[src/rtl/hazard_sequencer.sv]
// Pipeline sequencer: RAW scoreboard stalls, redirect flush, stop drain/halt; HAZARD_BYPASS_EN enables WB write-through.
// Latency: controls are combinational from state, scoreboard and current ID/EX/WB inputs (zero cycle).
// Backpressure: a hazard holds PC and IF/ID and bubbles ID/EX; DRAIN and HALTED freeze the front end.
module hazard_sequencer #(
    parameter int NREG         = 32,
    parameter int AW           = 5,
    parameter int FLUSH_CYCLES = 1
) (
    input  logic            clk,
    input  logic            reset,
    input  logic            id_valid,
    input  logic [AW-1:0]   id_rs1,
    input  logic [AW-1:0]   id_rs2,
    input  logic            id_use_rs1,
    input  logic            id_use_rs2,
    input  logic [AW-1:0]   id_rd,
    input  logic            id_regwrite,
    input  logic            id_stop,
    input  logic            ex_redirect,
    input  logic            wb_regwrite,
    input  logic [AW-1:0]   wb_rd,
    output logic            pc_en,
    output logic            ifid_en,
    output logic            idex_bubble,
    output logic            flush,
    output logic            halted,
    output logic [NREG-1:0] sb_busy
);

    typedef enum logic [1:0] {
        ST_RUN,
        ST_FLUSH,
        ST_DRAIN,
        ST_HALTED
    } state_t;

    localparam logic [2:0] FLUSH_LOAD = 3'(FLUSH_CYCLES);

    state_t          state;
    logic [2:0]      flush_cnt;
    logic            rs1_busy;
    logic            rs2_busy;
    logic            hazard;
    logic            issue;
    logic [NREG-1:0] clr_mask;
    logic [NREG-1:0] set_mask;
    logic [NREG-1:0] sb_next;

`ifdef HAZARD_BYPASS_EN
    // Register file writes through, so a source retiring in WB this cycle is readable now.
    assign rs1_busy = sb_busy[id_rs1] & ~(wb_regwrite && (wb_rd == id_rs1));
    assign rs2_busy = sb_busy[id_rs2] & ~(wb_regwrite && (wb_rd == id_rs2));
`else
    assign rs1_busy = sb_busy[id_rs1];
    assign rs2_busy = sb_busy[id_rs2];
`endif

    assign hazard = id_valid & ((id_use_rs1 & rs1_busy) | (id_use_rs2 & rs2_busy));
    assign issue  = (state == ST_RUN) & id_valid & ~hazard & ~ex_redirect;

    // Set is applied after clear so a new writer wins over a retiring one; r0 is never tracked.
    assign clr_mask = wb_regwrite ? (NREG'(1) << wb_rd) : '0;
    assign set_mask = (issue && id_regwrite && (id_rd != '0)) ? (NREG'(1) << id_rd) : '0;
    assign sb_next  = (sb_busy & ~clr_mask) | set_mask;

    always_ff @(posedge clk or posedge reset) begin
        if (reset) begin
            state     <= ST_RUN;
            flush_cnt <= '0;
            sb_busy   <= '0;
        end else begin
            sb_busy <= sb_next;
            case (state)
                ST_RUN: begin
                    if (ex_redirect) begin
                        state     <= ST_FLUSH;
                        flush_cnt <= FLUSH_LOAD;
                    end else if (issue && id_stop) begin
                        state <= ST_DRAIN;
                    end
                end
                ST_FLUSH: begin
                    if (ex_redirect) begin
                        flush_cnt <= FLUSH_LOAD;
                    end else if (flush_cnt <= 3'd1) begin
                        state     <= ST_RUN;
                        flush_cnt <= '0;
                    end else begin
                        flush_cnt <= flush_cnt - 3'd1;
                    end
                end
                ST_DRAIN: begin
                    if (ex_redirect) begin
                        state     <= ST_FLUSH;
                        flush_cnt <= FLUSH_LOAD;
                    end else if (sb_busy == '0) begin
                        state <= ST_HALTED;
                    end
                end
                ST_HALTED: state <= ST_HALTED;
                default:   state <= ST_RUN;
            endcase
        end
    end

    always_comb begin
        pc_en       = 1'b0;
        ifid_en     = 1'b0;
        idex_bubble = 1'b1;
        flush       = 1'b0;
        halted      = 1'b0;
        case (state)
            ST_RUN: begin
                if (ex_redirect) begin
                    pc_en   = 1'b1;
                    ifid_en = 1'b1;
                    flush   = 1'b1;
                end else begin
                    pc_en       = ~hazard;
                    ifid_en     = ~hazard;
                    idex_bubble = hazard | ~id_valid;
                end
            end
            ST_FLUSH: begin
                pc_en   = 1'b1;
                ifid_en = 1'b1;
                flush   = 1'b1;
            end
            ST_DRAIN: begin
                if (ex_redirect) begin
                    pc_en   = 1'b1;
                    ifid_en = 1'b1;
                    flush   = 1'b1;
                end
            end
            ST_HALTED: halted = 1'b1;
            default: ;
        endcase
    end

endmodule

[config.mk]
export PLATFORM = sky130hd
export DESIGN_NAME = hazard_sequencer
export DESIGN_NICKNAME = d
export VERILOG_FILES = /design/src/rtl/hazard_sequencer.sv
export SDC_FILE = /design/constraint.sdc
export NUM_CORES = 1
export LEC_CHECK = 0
export BUFFER_PORTS_ARGS = -buffer_cell sky130_fd_sc_hd__buf_2
export CAP_MARGIN = 20
export CORE_MARGIN = 2
export CORE_UTILIZATION = 29
export CTS_CLUSTER_SIZE = 12
export DETAILED_ROUTE_END_ITERATION = 16
export MAX_ROUTING_LAYER = met4
export PLACE_DENSITY_LB_ADDON = 0.05
export SLEW_MARGIN = 25
export SYNTH_ARGS = -nofsm -noshare
export SYNTH_HDL_FRONTEND = slang
export SYNTH_SLANG_ARGS = --single-unit
[constraint.sdc]
create_clock -name clk -period 2.8 [get_ports clk]
set_input_delay 0.42 -clock clk [delete_from_list [all_inputs] [get_ports clk]]
set_output_delay 0.42 -clock clk [all_outputs]
set_load 0.1 [all_outputs]
# ---- After elaboration in Yosys (flattened, before gate mapping)
# Cells that the tools add are included.
dict set report op_classes {
  n_eq_ne 8
  magnitude_cmp 3
  shift 2
  add_sub_neg 1
  muxes 24
  n_reduce_logical 10
  bitwise 14
}
# operator count
set ops {}
lappend ops {{$mux W32} 2}
lappend ops {{$shl A1 B5 Y32 const A} 2}
lappend ops {{$and A32 B32 Y32} 1}
lappend ops {{$logic_not A32 Y1} 1}
lappend ops {{$not A32 Y32} 1}
lappend ops {{$or A32 B32 Y32} 1}
lappend ops {{$lt A5 B6 Y1 const B} 2}
lappend ops {{$mux W2} 6}
lappend ops {{$bmux W1 S5} 2}
lappend ops {{$mux W3} 3}
lappend ops {{$pmux W2 S4} 1}
lappend ops {{$mux W1} 7}
lappend ops {{$and A1 B1 Y1} 6}
lappend ops {{$pmux W3 S2} 1}
lappend ops {{$reduce_bool A5 Y1} 1}
lappend ops {{$eq A2 B2 Y1 const B} 2}
lappend ops {{$ne A2 B2 Y1 const B} 2}
lappend ops {{$reduce_and A4 Y1} 1}
lappend ops {{$le A3 B1 Y1 const B} 1}
lappend ops {{$logic_and A1 B1 Y1} 3}
lappend ops {{$ne A3 B2 Y1 const B} 1}
lappend ops {{$ne A3 B3 Y1 const B} 1}
lappend ops {{$not A1 Y1} 3}
lappend ops {{$pmux W1 S3} 1}
lappend ops {{other kinds (9)} 10}
dict set report word_totals {
  output_inout_bits 37
  elab_cells 65
  ff_bits 37
  inputBits 29
}

# ---- Logic depth before layout (Yosys ltp)
dict set report depth {
  word_depth 12
  depth_mapped 8
}

# ---- Worst setup path after synthesis
# No wires, ideal clock.
dict set report synth_timing {
  kind {register to output}
  from {register state[0]}
  to {output port pc_en}
  stages_incl_launch_ff 6
  arrival_ns 4.389
  path_slack_ns -2.009
  cell_sequence {dfrtp_1 > clkbuf_1 > inv_1 > o21ai_0 > o21bai_1 > buf_4}
}
dict set report synth_via {
  elab_chain_cells 2
  word_cells_on_any_way 4
  cone_classes {eq/ne (2); mux (1); reduce/logical (1)}
}
# item line_no
set synth_lines {}
lappend synth_lines {{start: declaration} 39} ;# state_t state;
lappend synth_lines {{start signal: assignment} 68} ;# state <= ST_RUN;
lappend synth_lines {{start signal: assignment} 76} ;# state <= ST_FLUSH;
lappend synth_lines {{start signal: assignment} 79} ;# state <= ST_DRAIN;
lappend synth_lines {{$eq A2 B2 Y1, or another cell as far along} -}
lappend synth_lines {{$pmux W1 S3 *} -}
lappend synth_lines {{end: declaration} 22} ;# output logic pc_en,
# Every way passes the cells marked *; elsewhere a longest branch is shown, timed or not.

# ---- Worst setup path in the final report
dict set report layout_timing {
  from {register sb_busy[8]}
  to {output port pc_en}
}
dict set report layout_via {
  elab_chain_cells 8
  word_cells_on_any_way 11
  cone_classes {mux (6); bitwise (5)}
}
# item line_no
set layout_lines {}
lappend layout_lines {{start: declaration} 27} ;# output logic [NREG-1:0] sb_busy
lappend layout_lines {{start signal: assignment} 72} ;# sb_busy <= sb_next;
lappend layout_lines {{$bmux W1 S5 (on tied branches)} {54, 55}}
lappend layout_lines {{$mux W1 (on tied branches)} {54, 55}}
lappend layout_lines {{$and A1 B1 Y1} 58} ;# assign hazard = id_valid & ((id_use_rs1 & rs1_busy) | (id_use_rs2 & rs2_busy));
lappend layout_lines {{$or A1 B1 Y1 *} 58}
lappend layout_lines {{$and A1 B1 Y1 *} 58}
lappend layout_lines {{$not A1 Y1 *} 119} ;# pc_en = ~hazard;
lappend layout_lines {{$mux W1 *} 114} ;# if (ex_redirect) begin
lappend layout_lines {{$pmux W1 S3 *} 112} ;# case (state)
# Every way passes the cells marked *; elsewhere a longest branch is shown, timed or not. The select of a mux whose other input is x is not followed.

==> run metrics <==
post-synth top area share=37.3%; total power=2.18 mW; period utilization=105%; top cells by count, synth=dfrtp_1, o31ai_1, o21ai_0; Tightest Pin Transition=684 ps; crit path kind=reg2out; nets@finish=347; final number of max-transition violations=0; FF+latch count, synth=37; first-pass GRT wire length=13900 um; I/O Pins=66; RSZ-0062 raised after global routing=true; Final Hold Fails=0; crit-path max FO=5; Fillers=851; H-tree levels=2; Tmin final=2950 ps; ant diodes=0; core area=8260 sq um; initial antenna violation count=0; syn_nets=279; Worst slew margin=54.0%; GR Overflow Total=0; Mapped Cells=248; vias in the first global route=2423; CP required=2380 ps; DR vias/cell=5.74; worst IR drop on VDD=0.261 mV; DRC=0; Sequential Area=951 sq um; Placer Congestion=0.798; post-layout util=38.6%; worst min path class=in2async; Hold Buf Count CTS=0; height of the die=96.5 um; die width=96.5 um; post-synthesis cell type count=42; die area=9320 sq um; clk_skew=7.78 ps; Setup violations, final=3; Sw Share=44.7%; DRT Wirelength=8990 um; Post-Syn Area=2480 sq um; Max Fclk=340 MHz; EDFF count, synth=0; Critical Path Source Type=flop; port bufs=65; initial drt markers=201; P_sw=975 uW; Starting Density=30.1%; largest net degree at the start of global routing=38; Final WS setup=-145 ps; root buf cell=clkbuf_8; Max-Cap Viols=0; Arr. time, crit path=2530 ps; clk_lat worst skew=300 ps; leakage power=1.40 nW; most numerous cell in the Yosys netlist=dfrtp_1; Post-DP HPWL=6990 um; 1st-pass router iterations=4; mean post-synth cell area=10.0 sq um; total CTS buffers=5; row count=33; clock network fraction of total power=25.7%; status=finished with violations; top cells by area, synth=dfrtp_1, mux4_2, o31ai_1; All-Layer GR Usage=21.2%; DR WL/cell=21.3 um; leading area contributor after synthesis=dfrtp_1; Cell Pwr Density=685 nW/um^2; Max clock buf depth=2; Synth Flop Type=dfrtp_1; CTS Sinks=37; Flop pwr share=31.8%; failing checks=setup timing; share of cells above drive strength 1=39.1%; TritonCTS clock tree=yes; Worst-path clk slew=80 ps; antenna violation net count after detailed routing=0; crit end category=output port; Int Pwr=1.21 mW; area grow syn2layout=28.4%; total number of vias=2423; Ys Warns=0; Gate power share=42.5%; register area share after synthesis=37.3%; area of the multi-input gates=1470 sq um; async set-reset flop share out of synthesis=100%
## critical path: stages, from the launching register on
cell and delay (ps):
dfrtp_4 510, mux4_2 450, mux2_4 290, or3_1 310, nand4_1 170, a21boi_2 100, o21bai_4 190, buf_12 200
## final cells by class
class                   count  area share [%]
clock buffers               5            2.16
clock inverters             3            2.04
inverters                   9            1.06
multi-input cells         185            46.0
flip-flops and latches     37            29.8
well taps                 105            4.12
repair buffers             78            14.8
## repair_timing
item                                    CTS  global route
endpoints found under the setup margin    3             5
pin swaps                                 2             0
buffers inserted                          3             1
resized for setup                         3             0
## power by group through the flow
stage / Sequential (mW) / Combinational [mW] / Clock, mW
final: 0.695 / 0.928 / 0.560
after global routing: 0.707 / 0.997 / 0.596
after CTS: 0.693 / 0.933 / 0.570
after detailed placement: 0.708 / 0.920 / 0
after global placement: 0.710 / 0.921 / 0
after floorplan: 0.893 / 0.516 / 0
## flip-flops by register name, summed over array words and instances (netlist names), named ones only
signal,count
state,1
flush_cnt,3
sb_busy,32
## cell usage in the layout, fill, tap and decap left out, drive strengths merged, types with 2 or more instances in the layout
cell / instances
buf: 78
ha: 2
dfrtp: 37
o21bai: 2
o31ai: 32
and2: 2
a21oi: 2
nand3: 9
o41ai: 4
nor2: 7
o21ai: 30
bufinv: 2
inv: 9
nor4: 9
nor3: 4
nand3b: 8
mux4: 16
nand2: 16
nand2b: 6
mux2i: 5
or3b: 2
nand4: 7
or2: 6
nor2b: 2
clkbuf: 5
a21boi: 2
## worst paths after layout
| check | startpoint | end | slack [ps] | cells past startpoint |
|---|---|---|---|---|
| max in group asynchronous | reset | sb_busy[15]$_DFF_PP0_ | 2200 | 3 |
| min reg2reg | flush_cnt[1]$_DFFE_PP0P_ | flush_cnt[1]$_DFFE_PP0P_ | 590 | 2 |
| min in group clk | id_stop | flop | 390 | 3 |
| min | reset | sb_busy[5]$_DFF_PP0_ | 230 | 3 |
| max reg2reg | sb_busy[8]$_DFF_PP0_ | sb_busy[8]$_DFF_PP0_ | 20 | 8 |
| max | sb_busy[8]$_DFF_PP0_ | pc_en | -150 | 7 |
## metal layers
layer	up-vias	GRT usage (%)	wire length, um
met5	-	-	0
met1	1207	29.6	4050
met3	9	2.72	583
met2	95	32.9	4230
met4	0	5.40	135
li1	1112	-	-
## cell families (layout without fill, tap and decap cells)
group / count (synthesis) / after routing / share of synthesized area (%)
buf+inv: 26 / 95 / 4.58
compound gates: 79 / 79 / 21.4
simple gates: 82 / 82 / 18.7
flops: 37 / 37 / 37.3
fa+ha+maj: 2 / 2 / 1.01
mux: 22 / 22 / 17.0
## metrics by stage
stage	setup TNS (ps)	worst slack [ps]	std cells	hold WS (ps)	area, sq um
2_1_floorplan	-782	-347	248	524	2540
4_1_cts	-492	-205	421	254	3180
3_3_place_gp	0	15.2	410	559	3010
3_5_place_dp	-17.9	-9.11	410	568	3010
5_1_grt	-1480	-248	422	278	3190
6_report	-429	-145	422	227	3190
(Power assumes the default switching activity.)
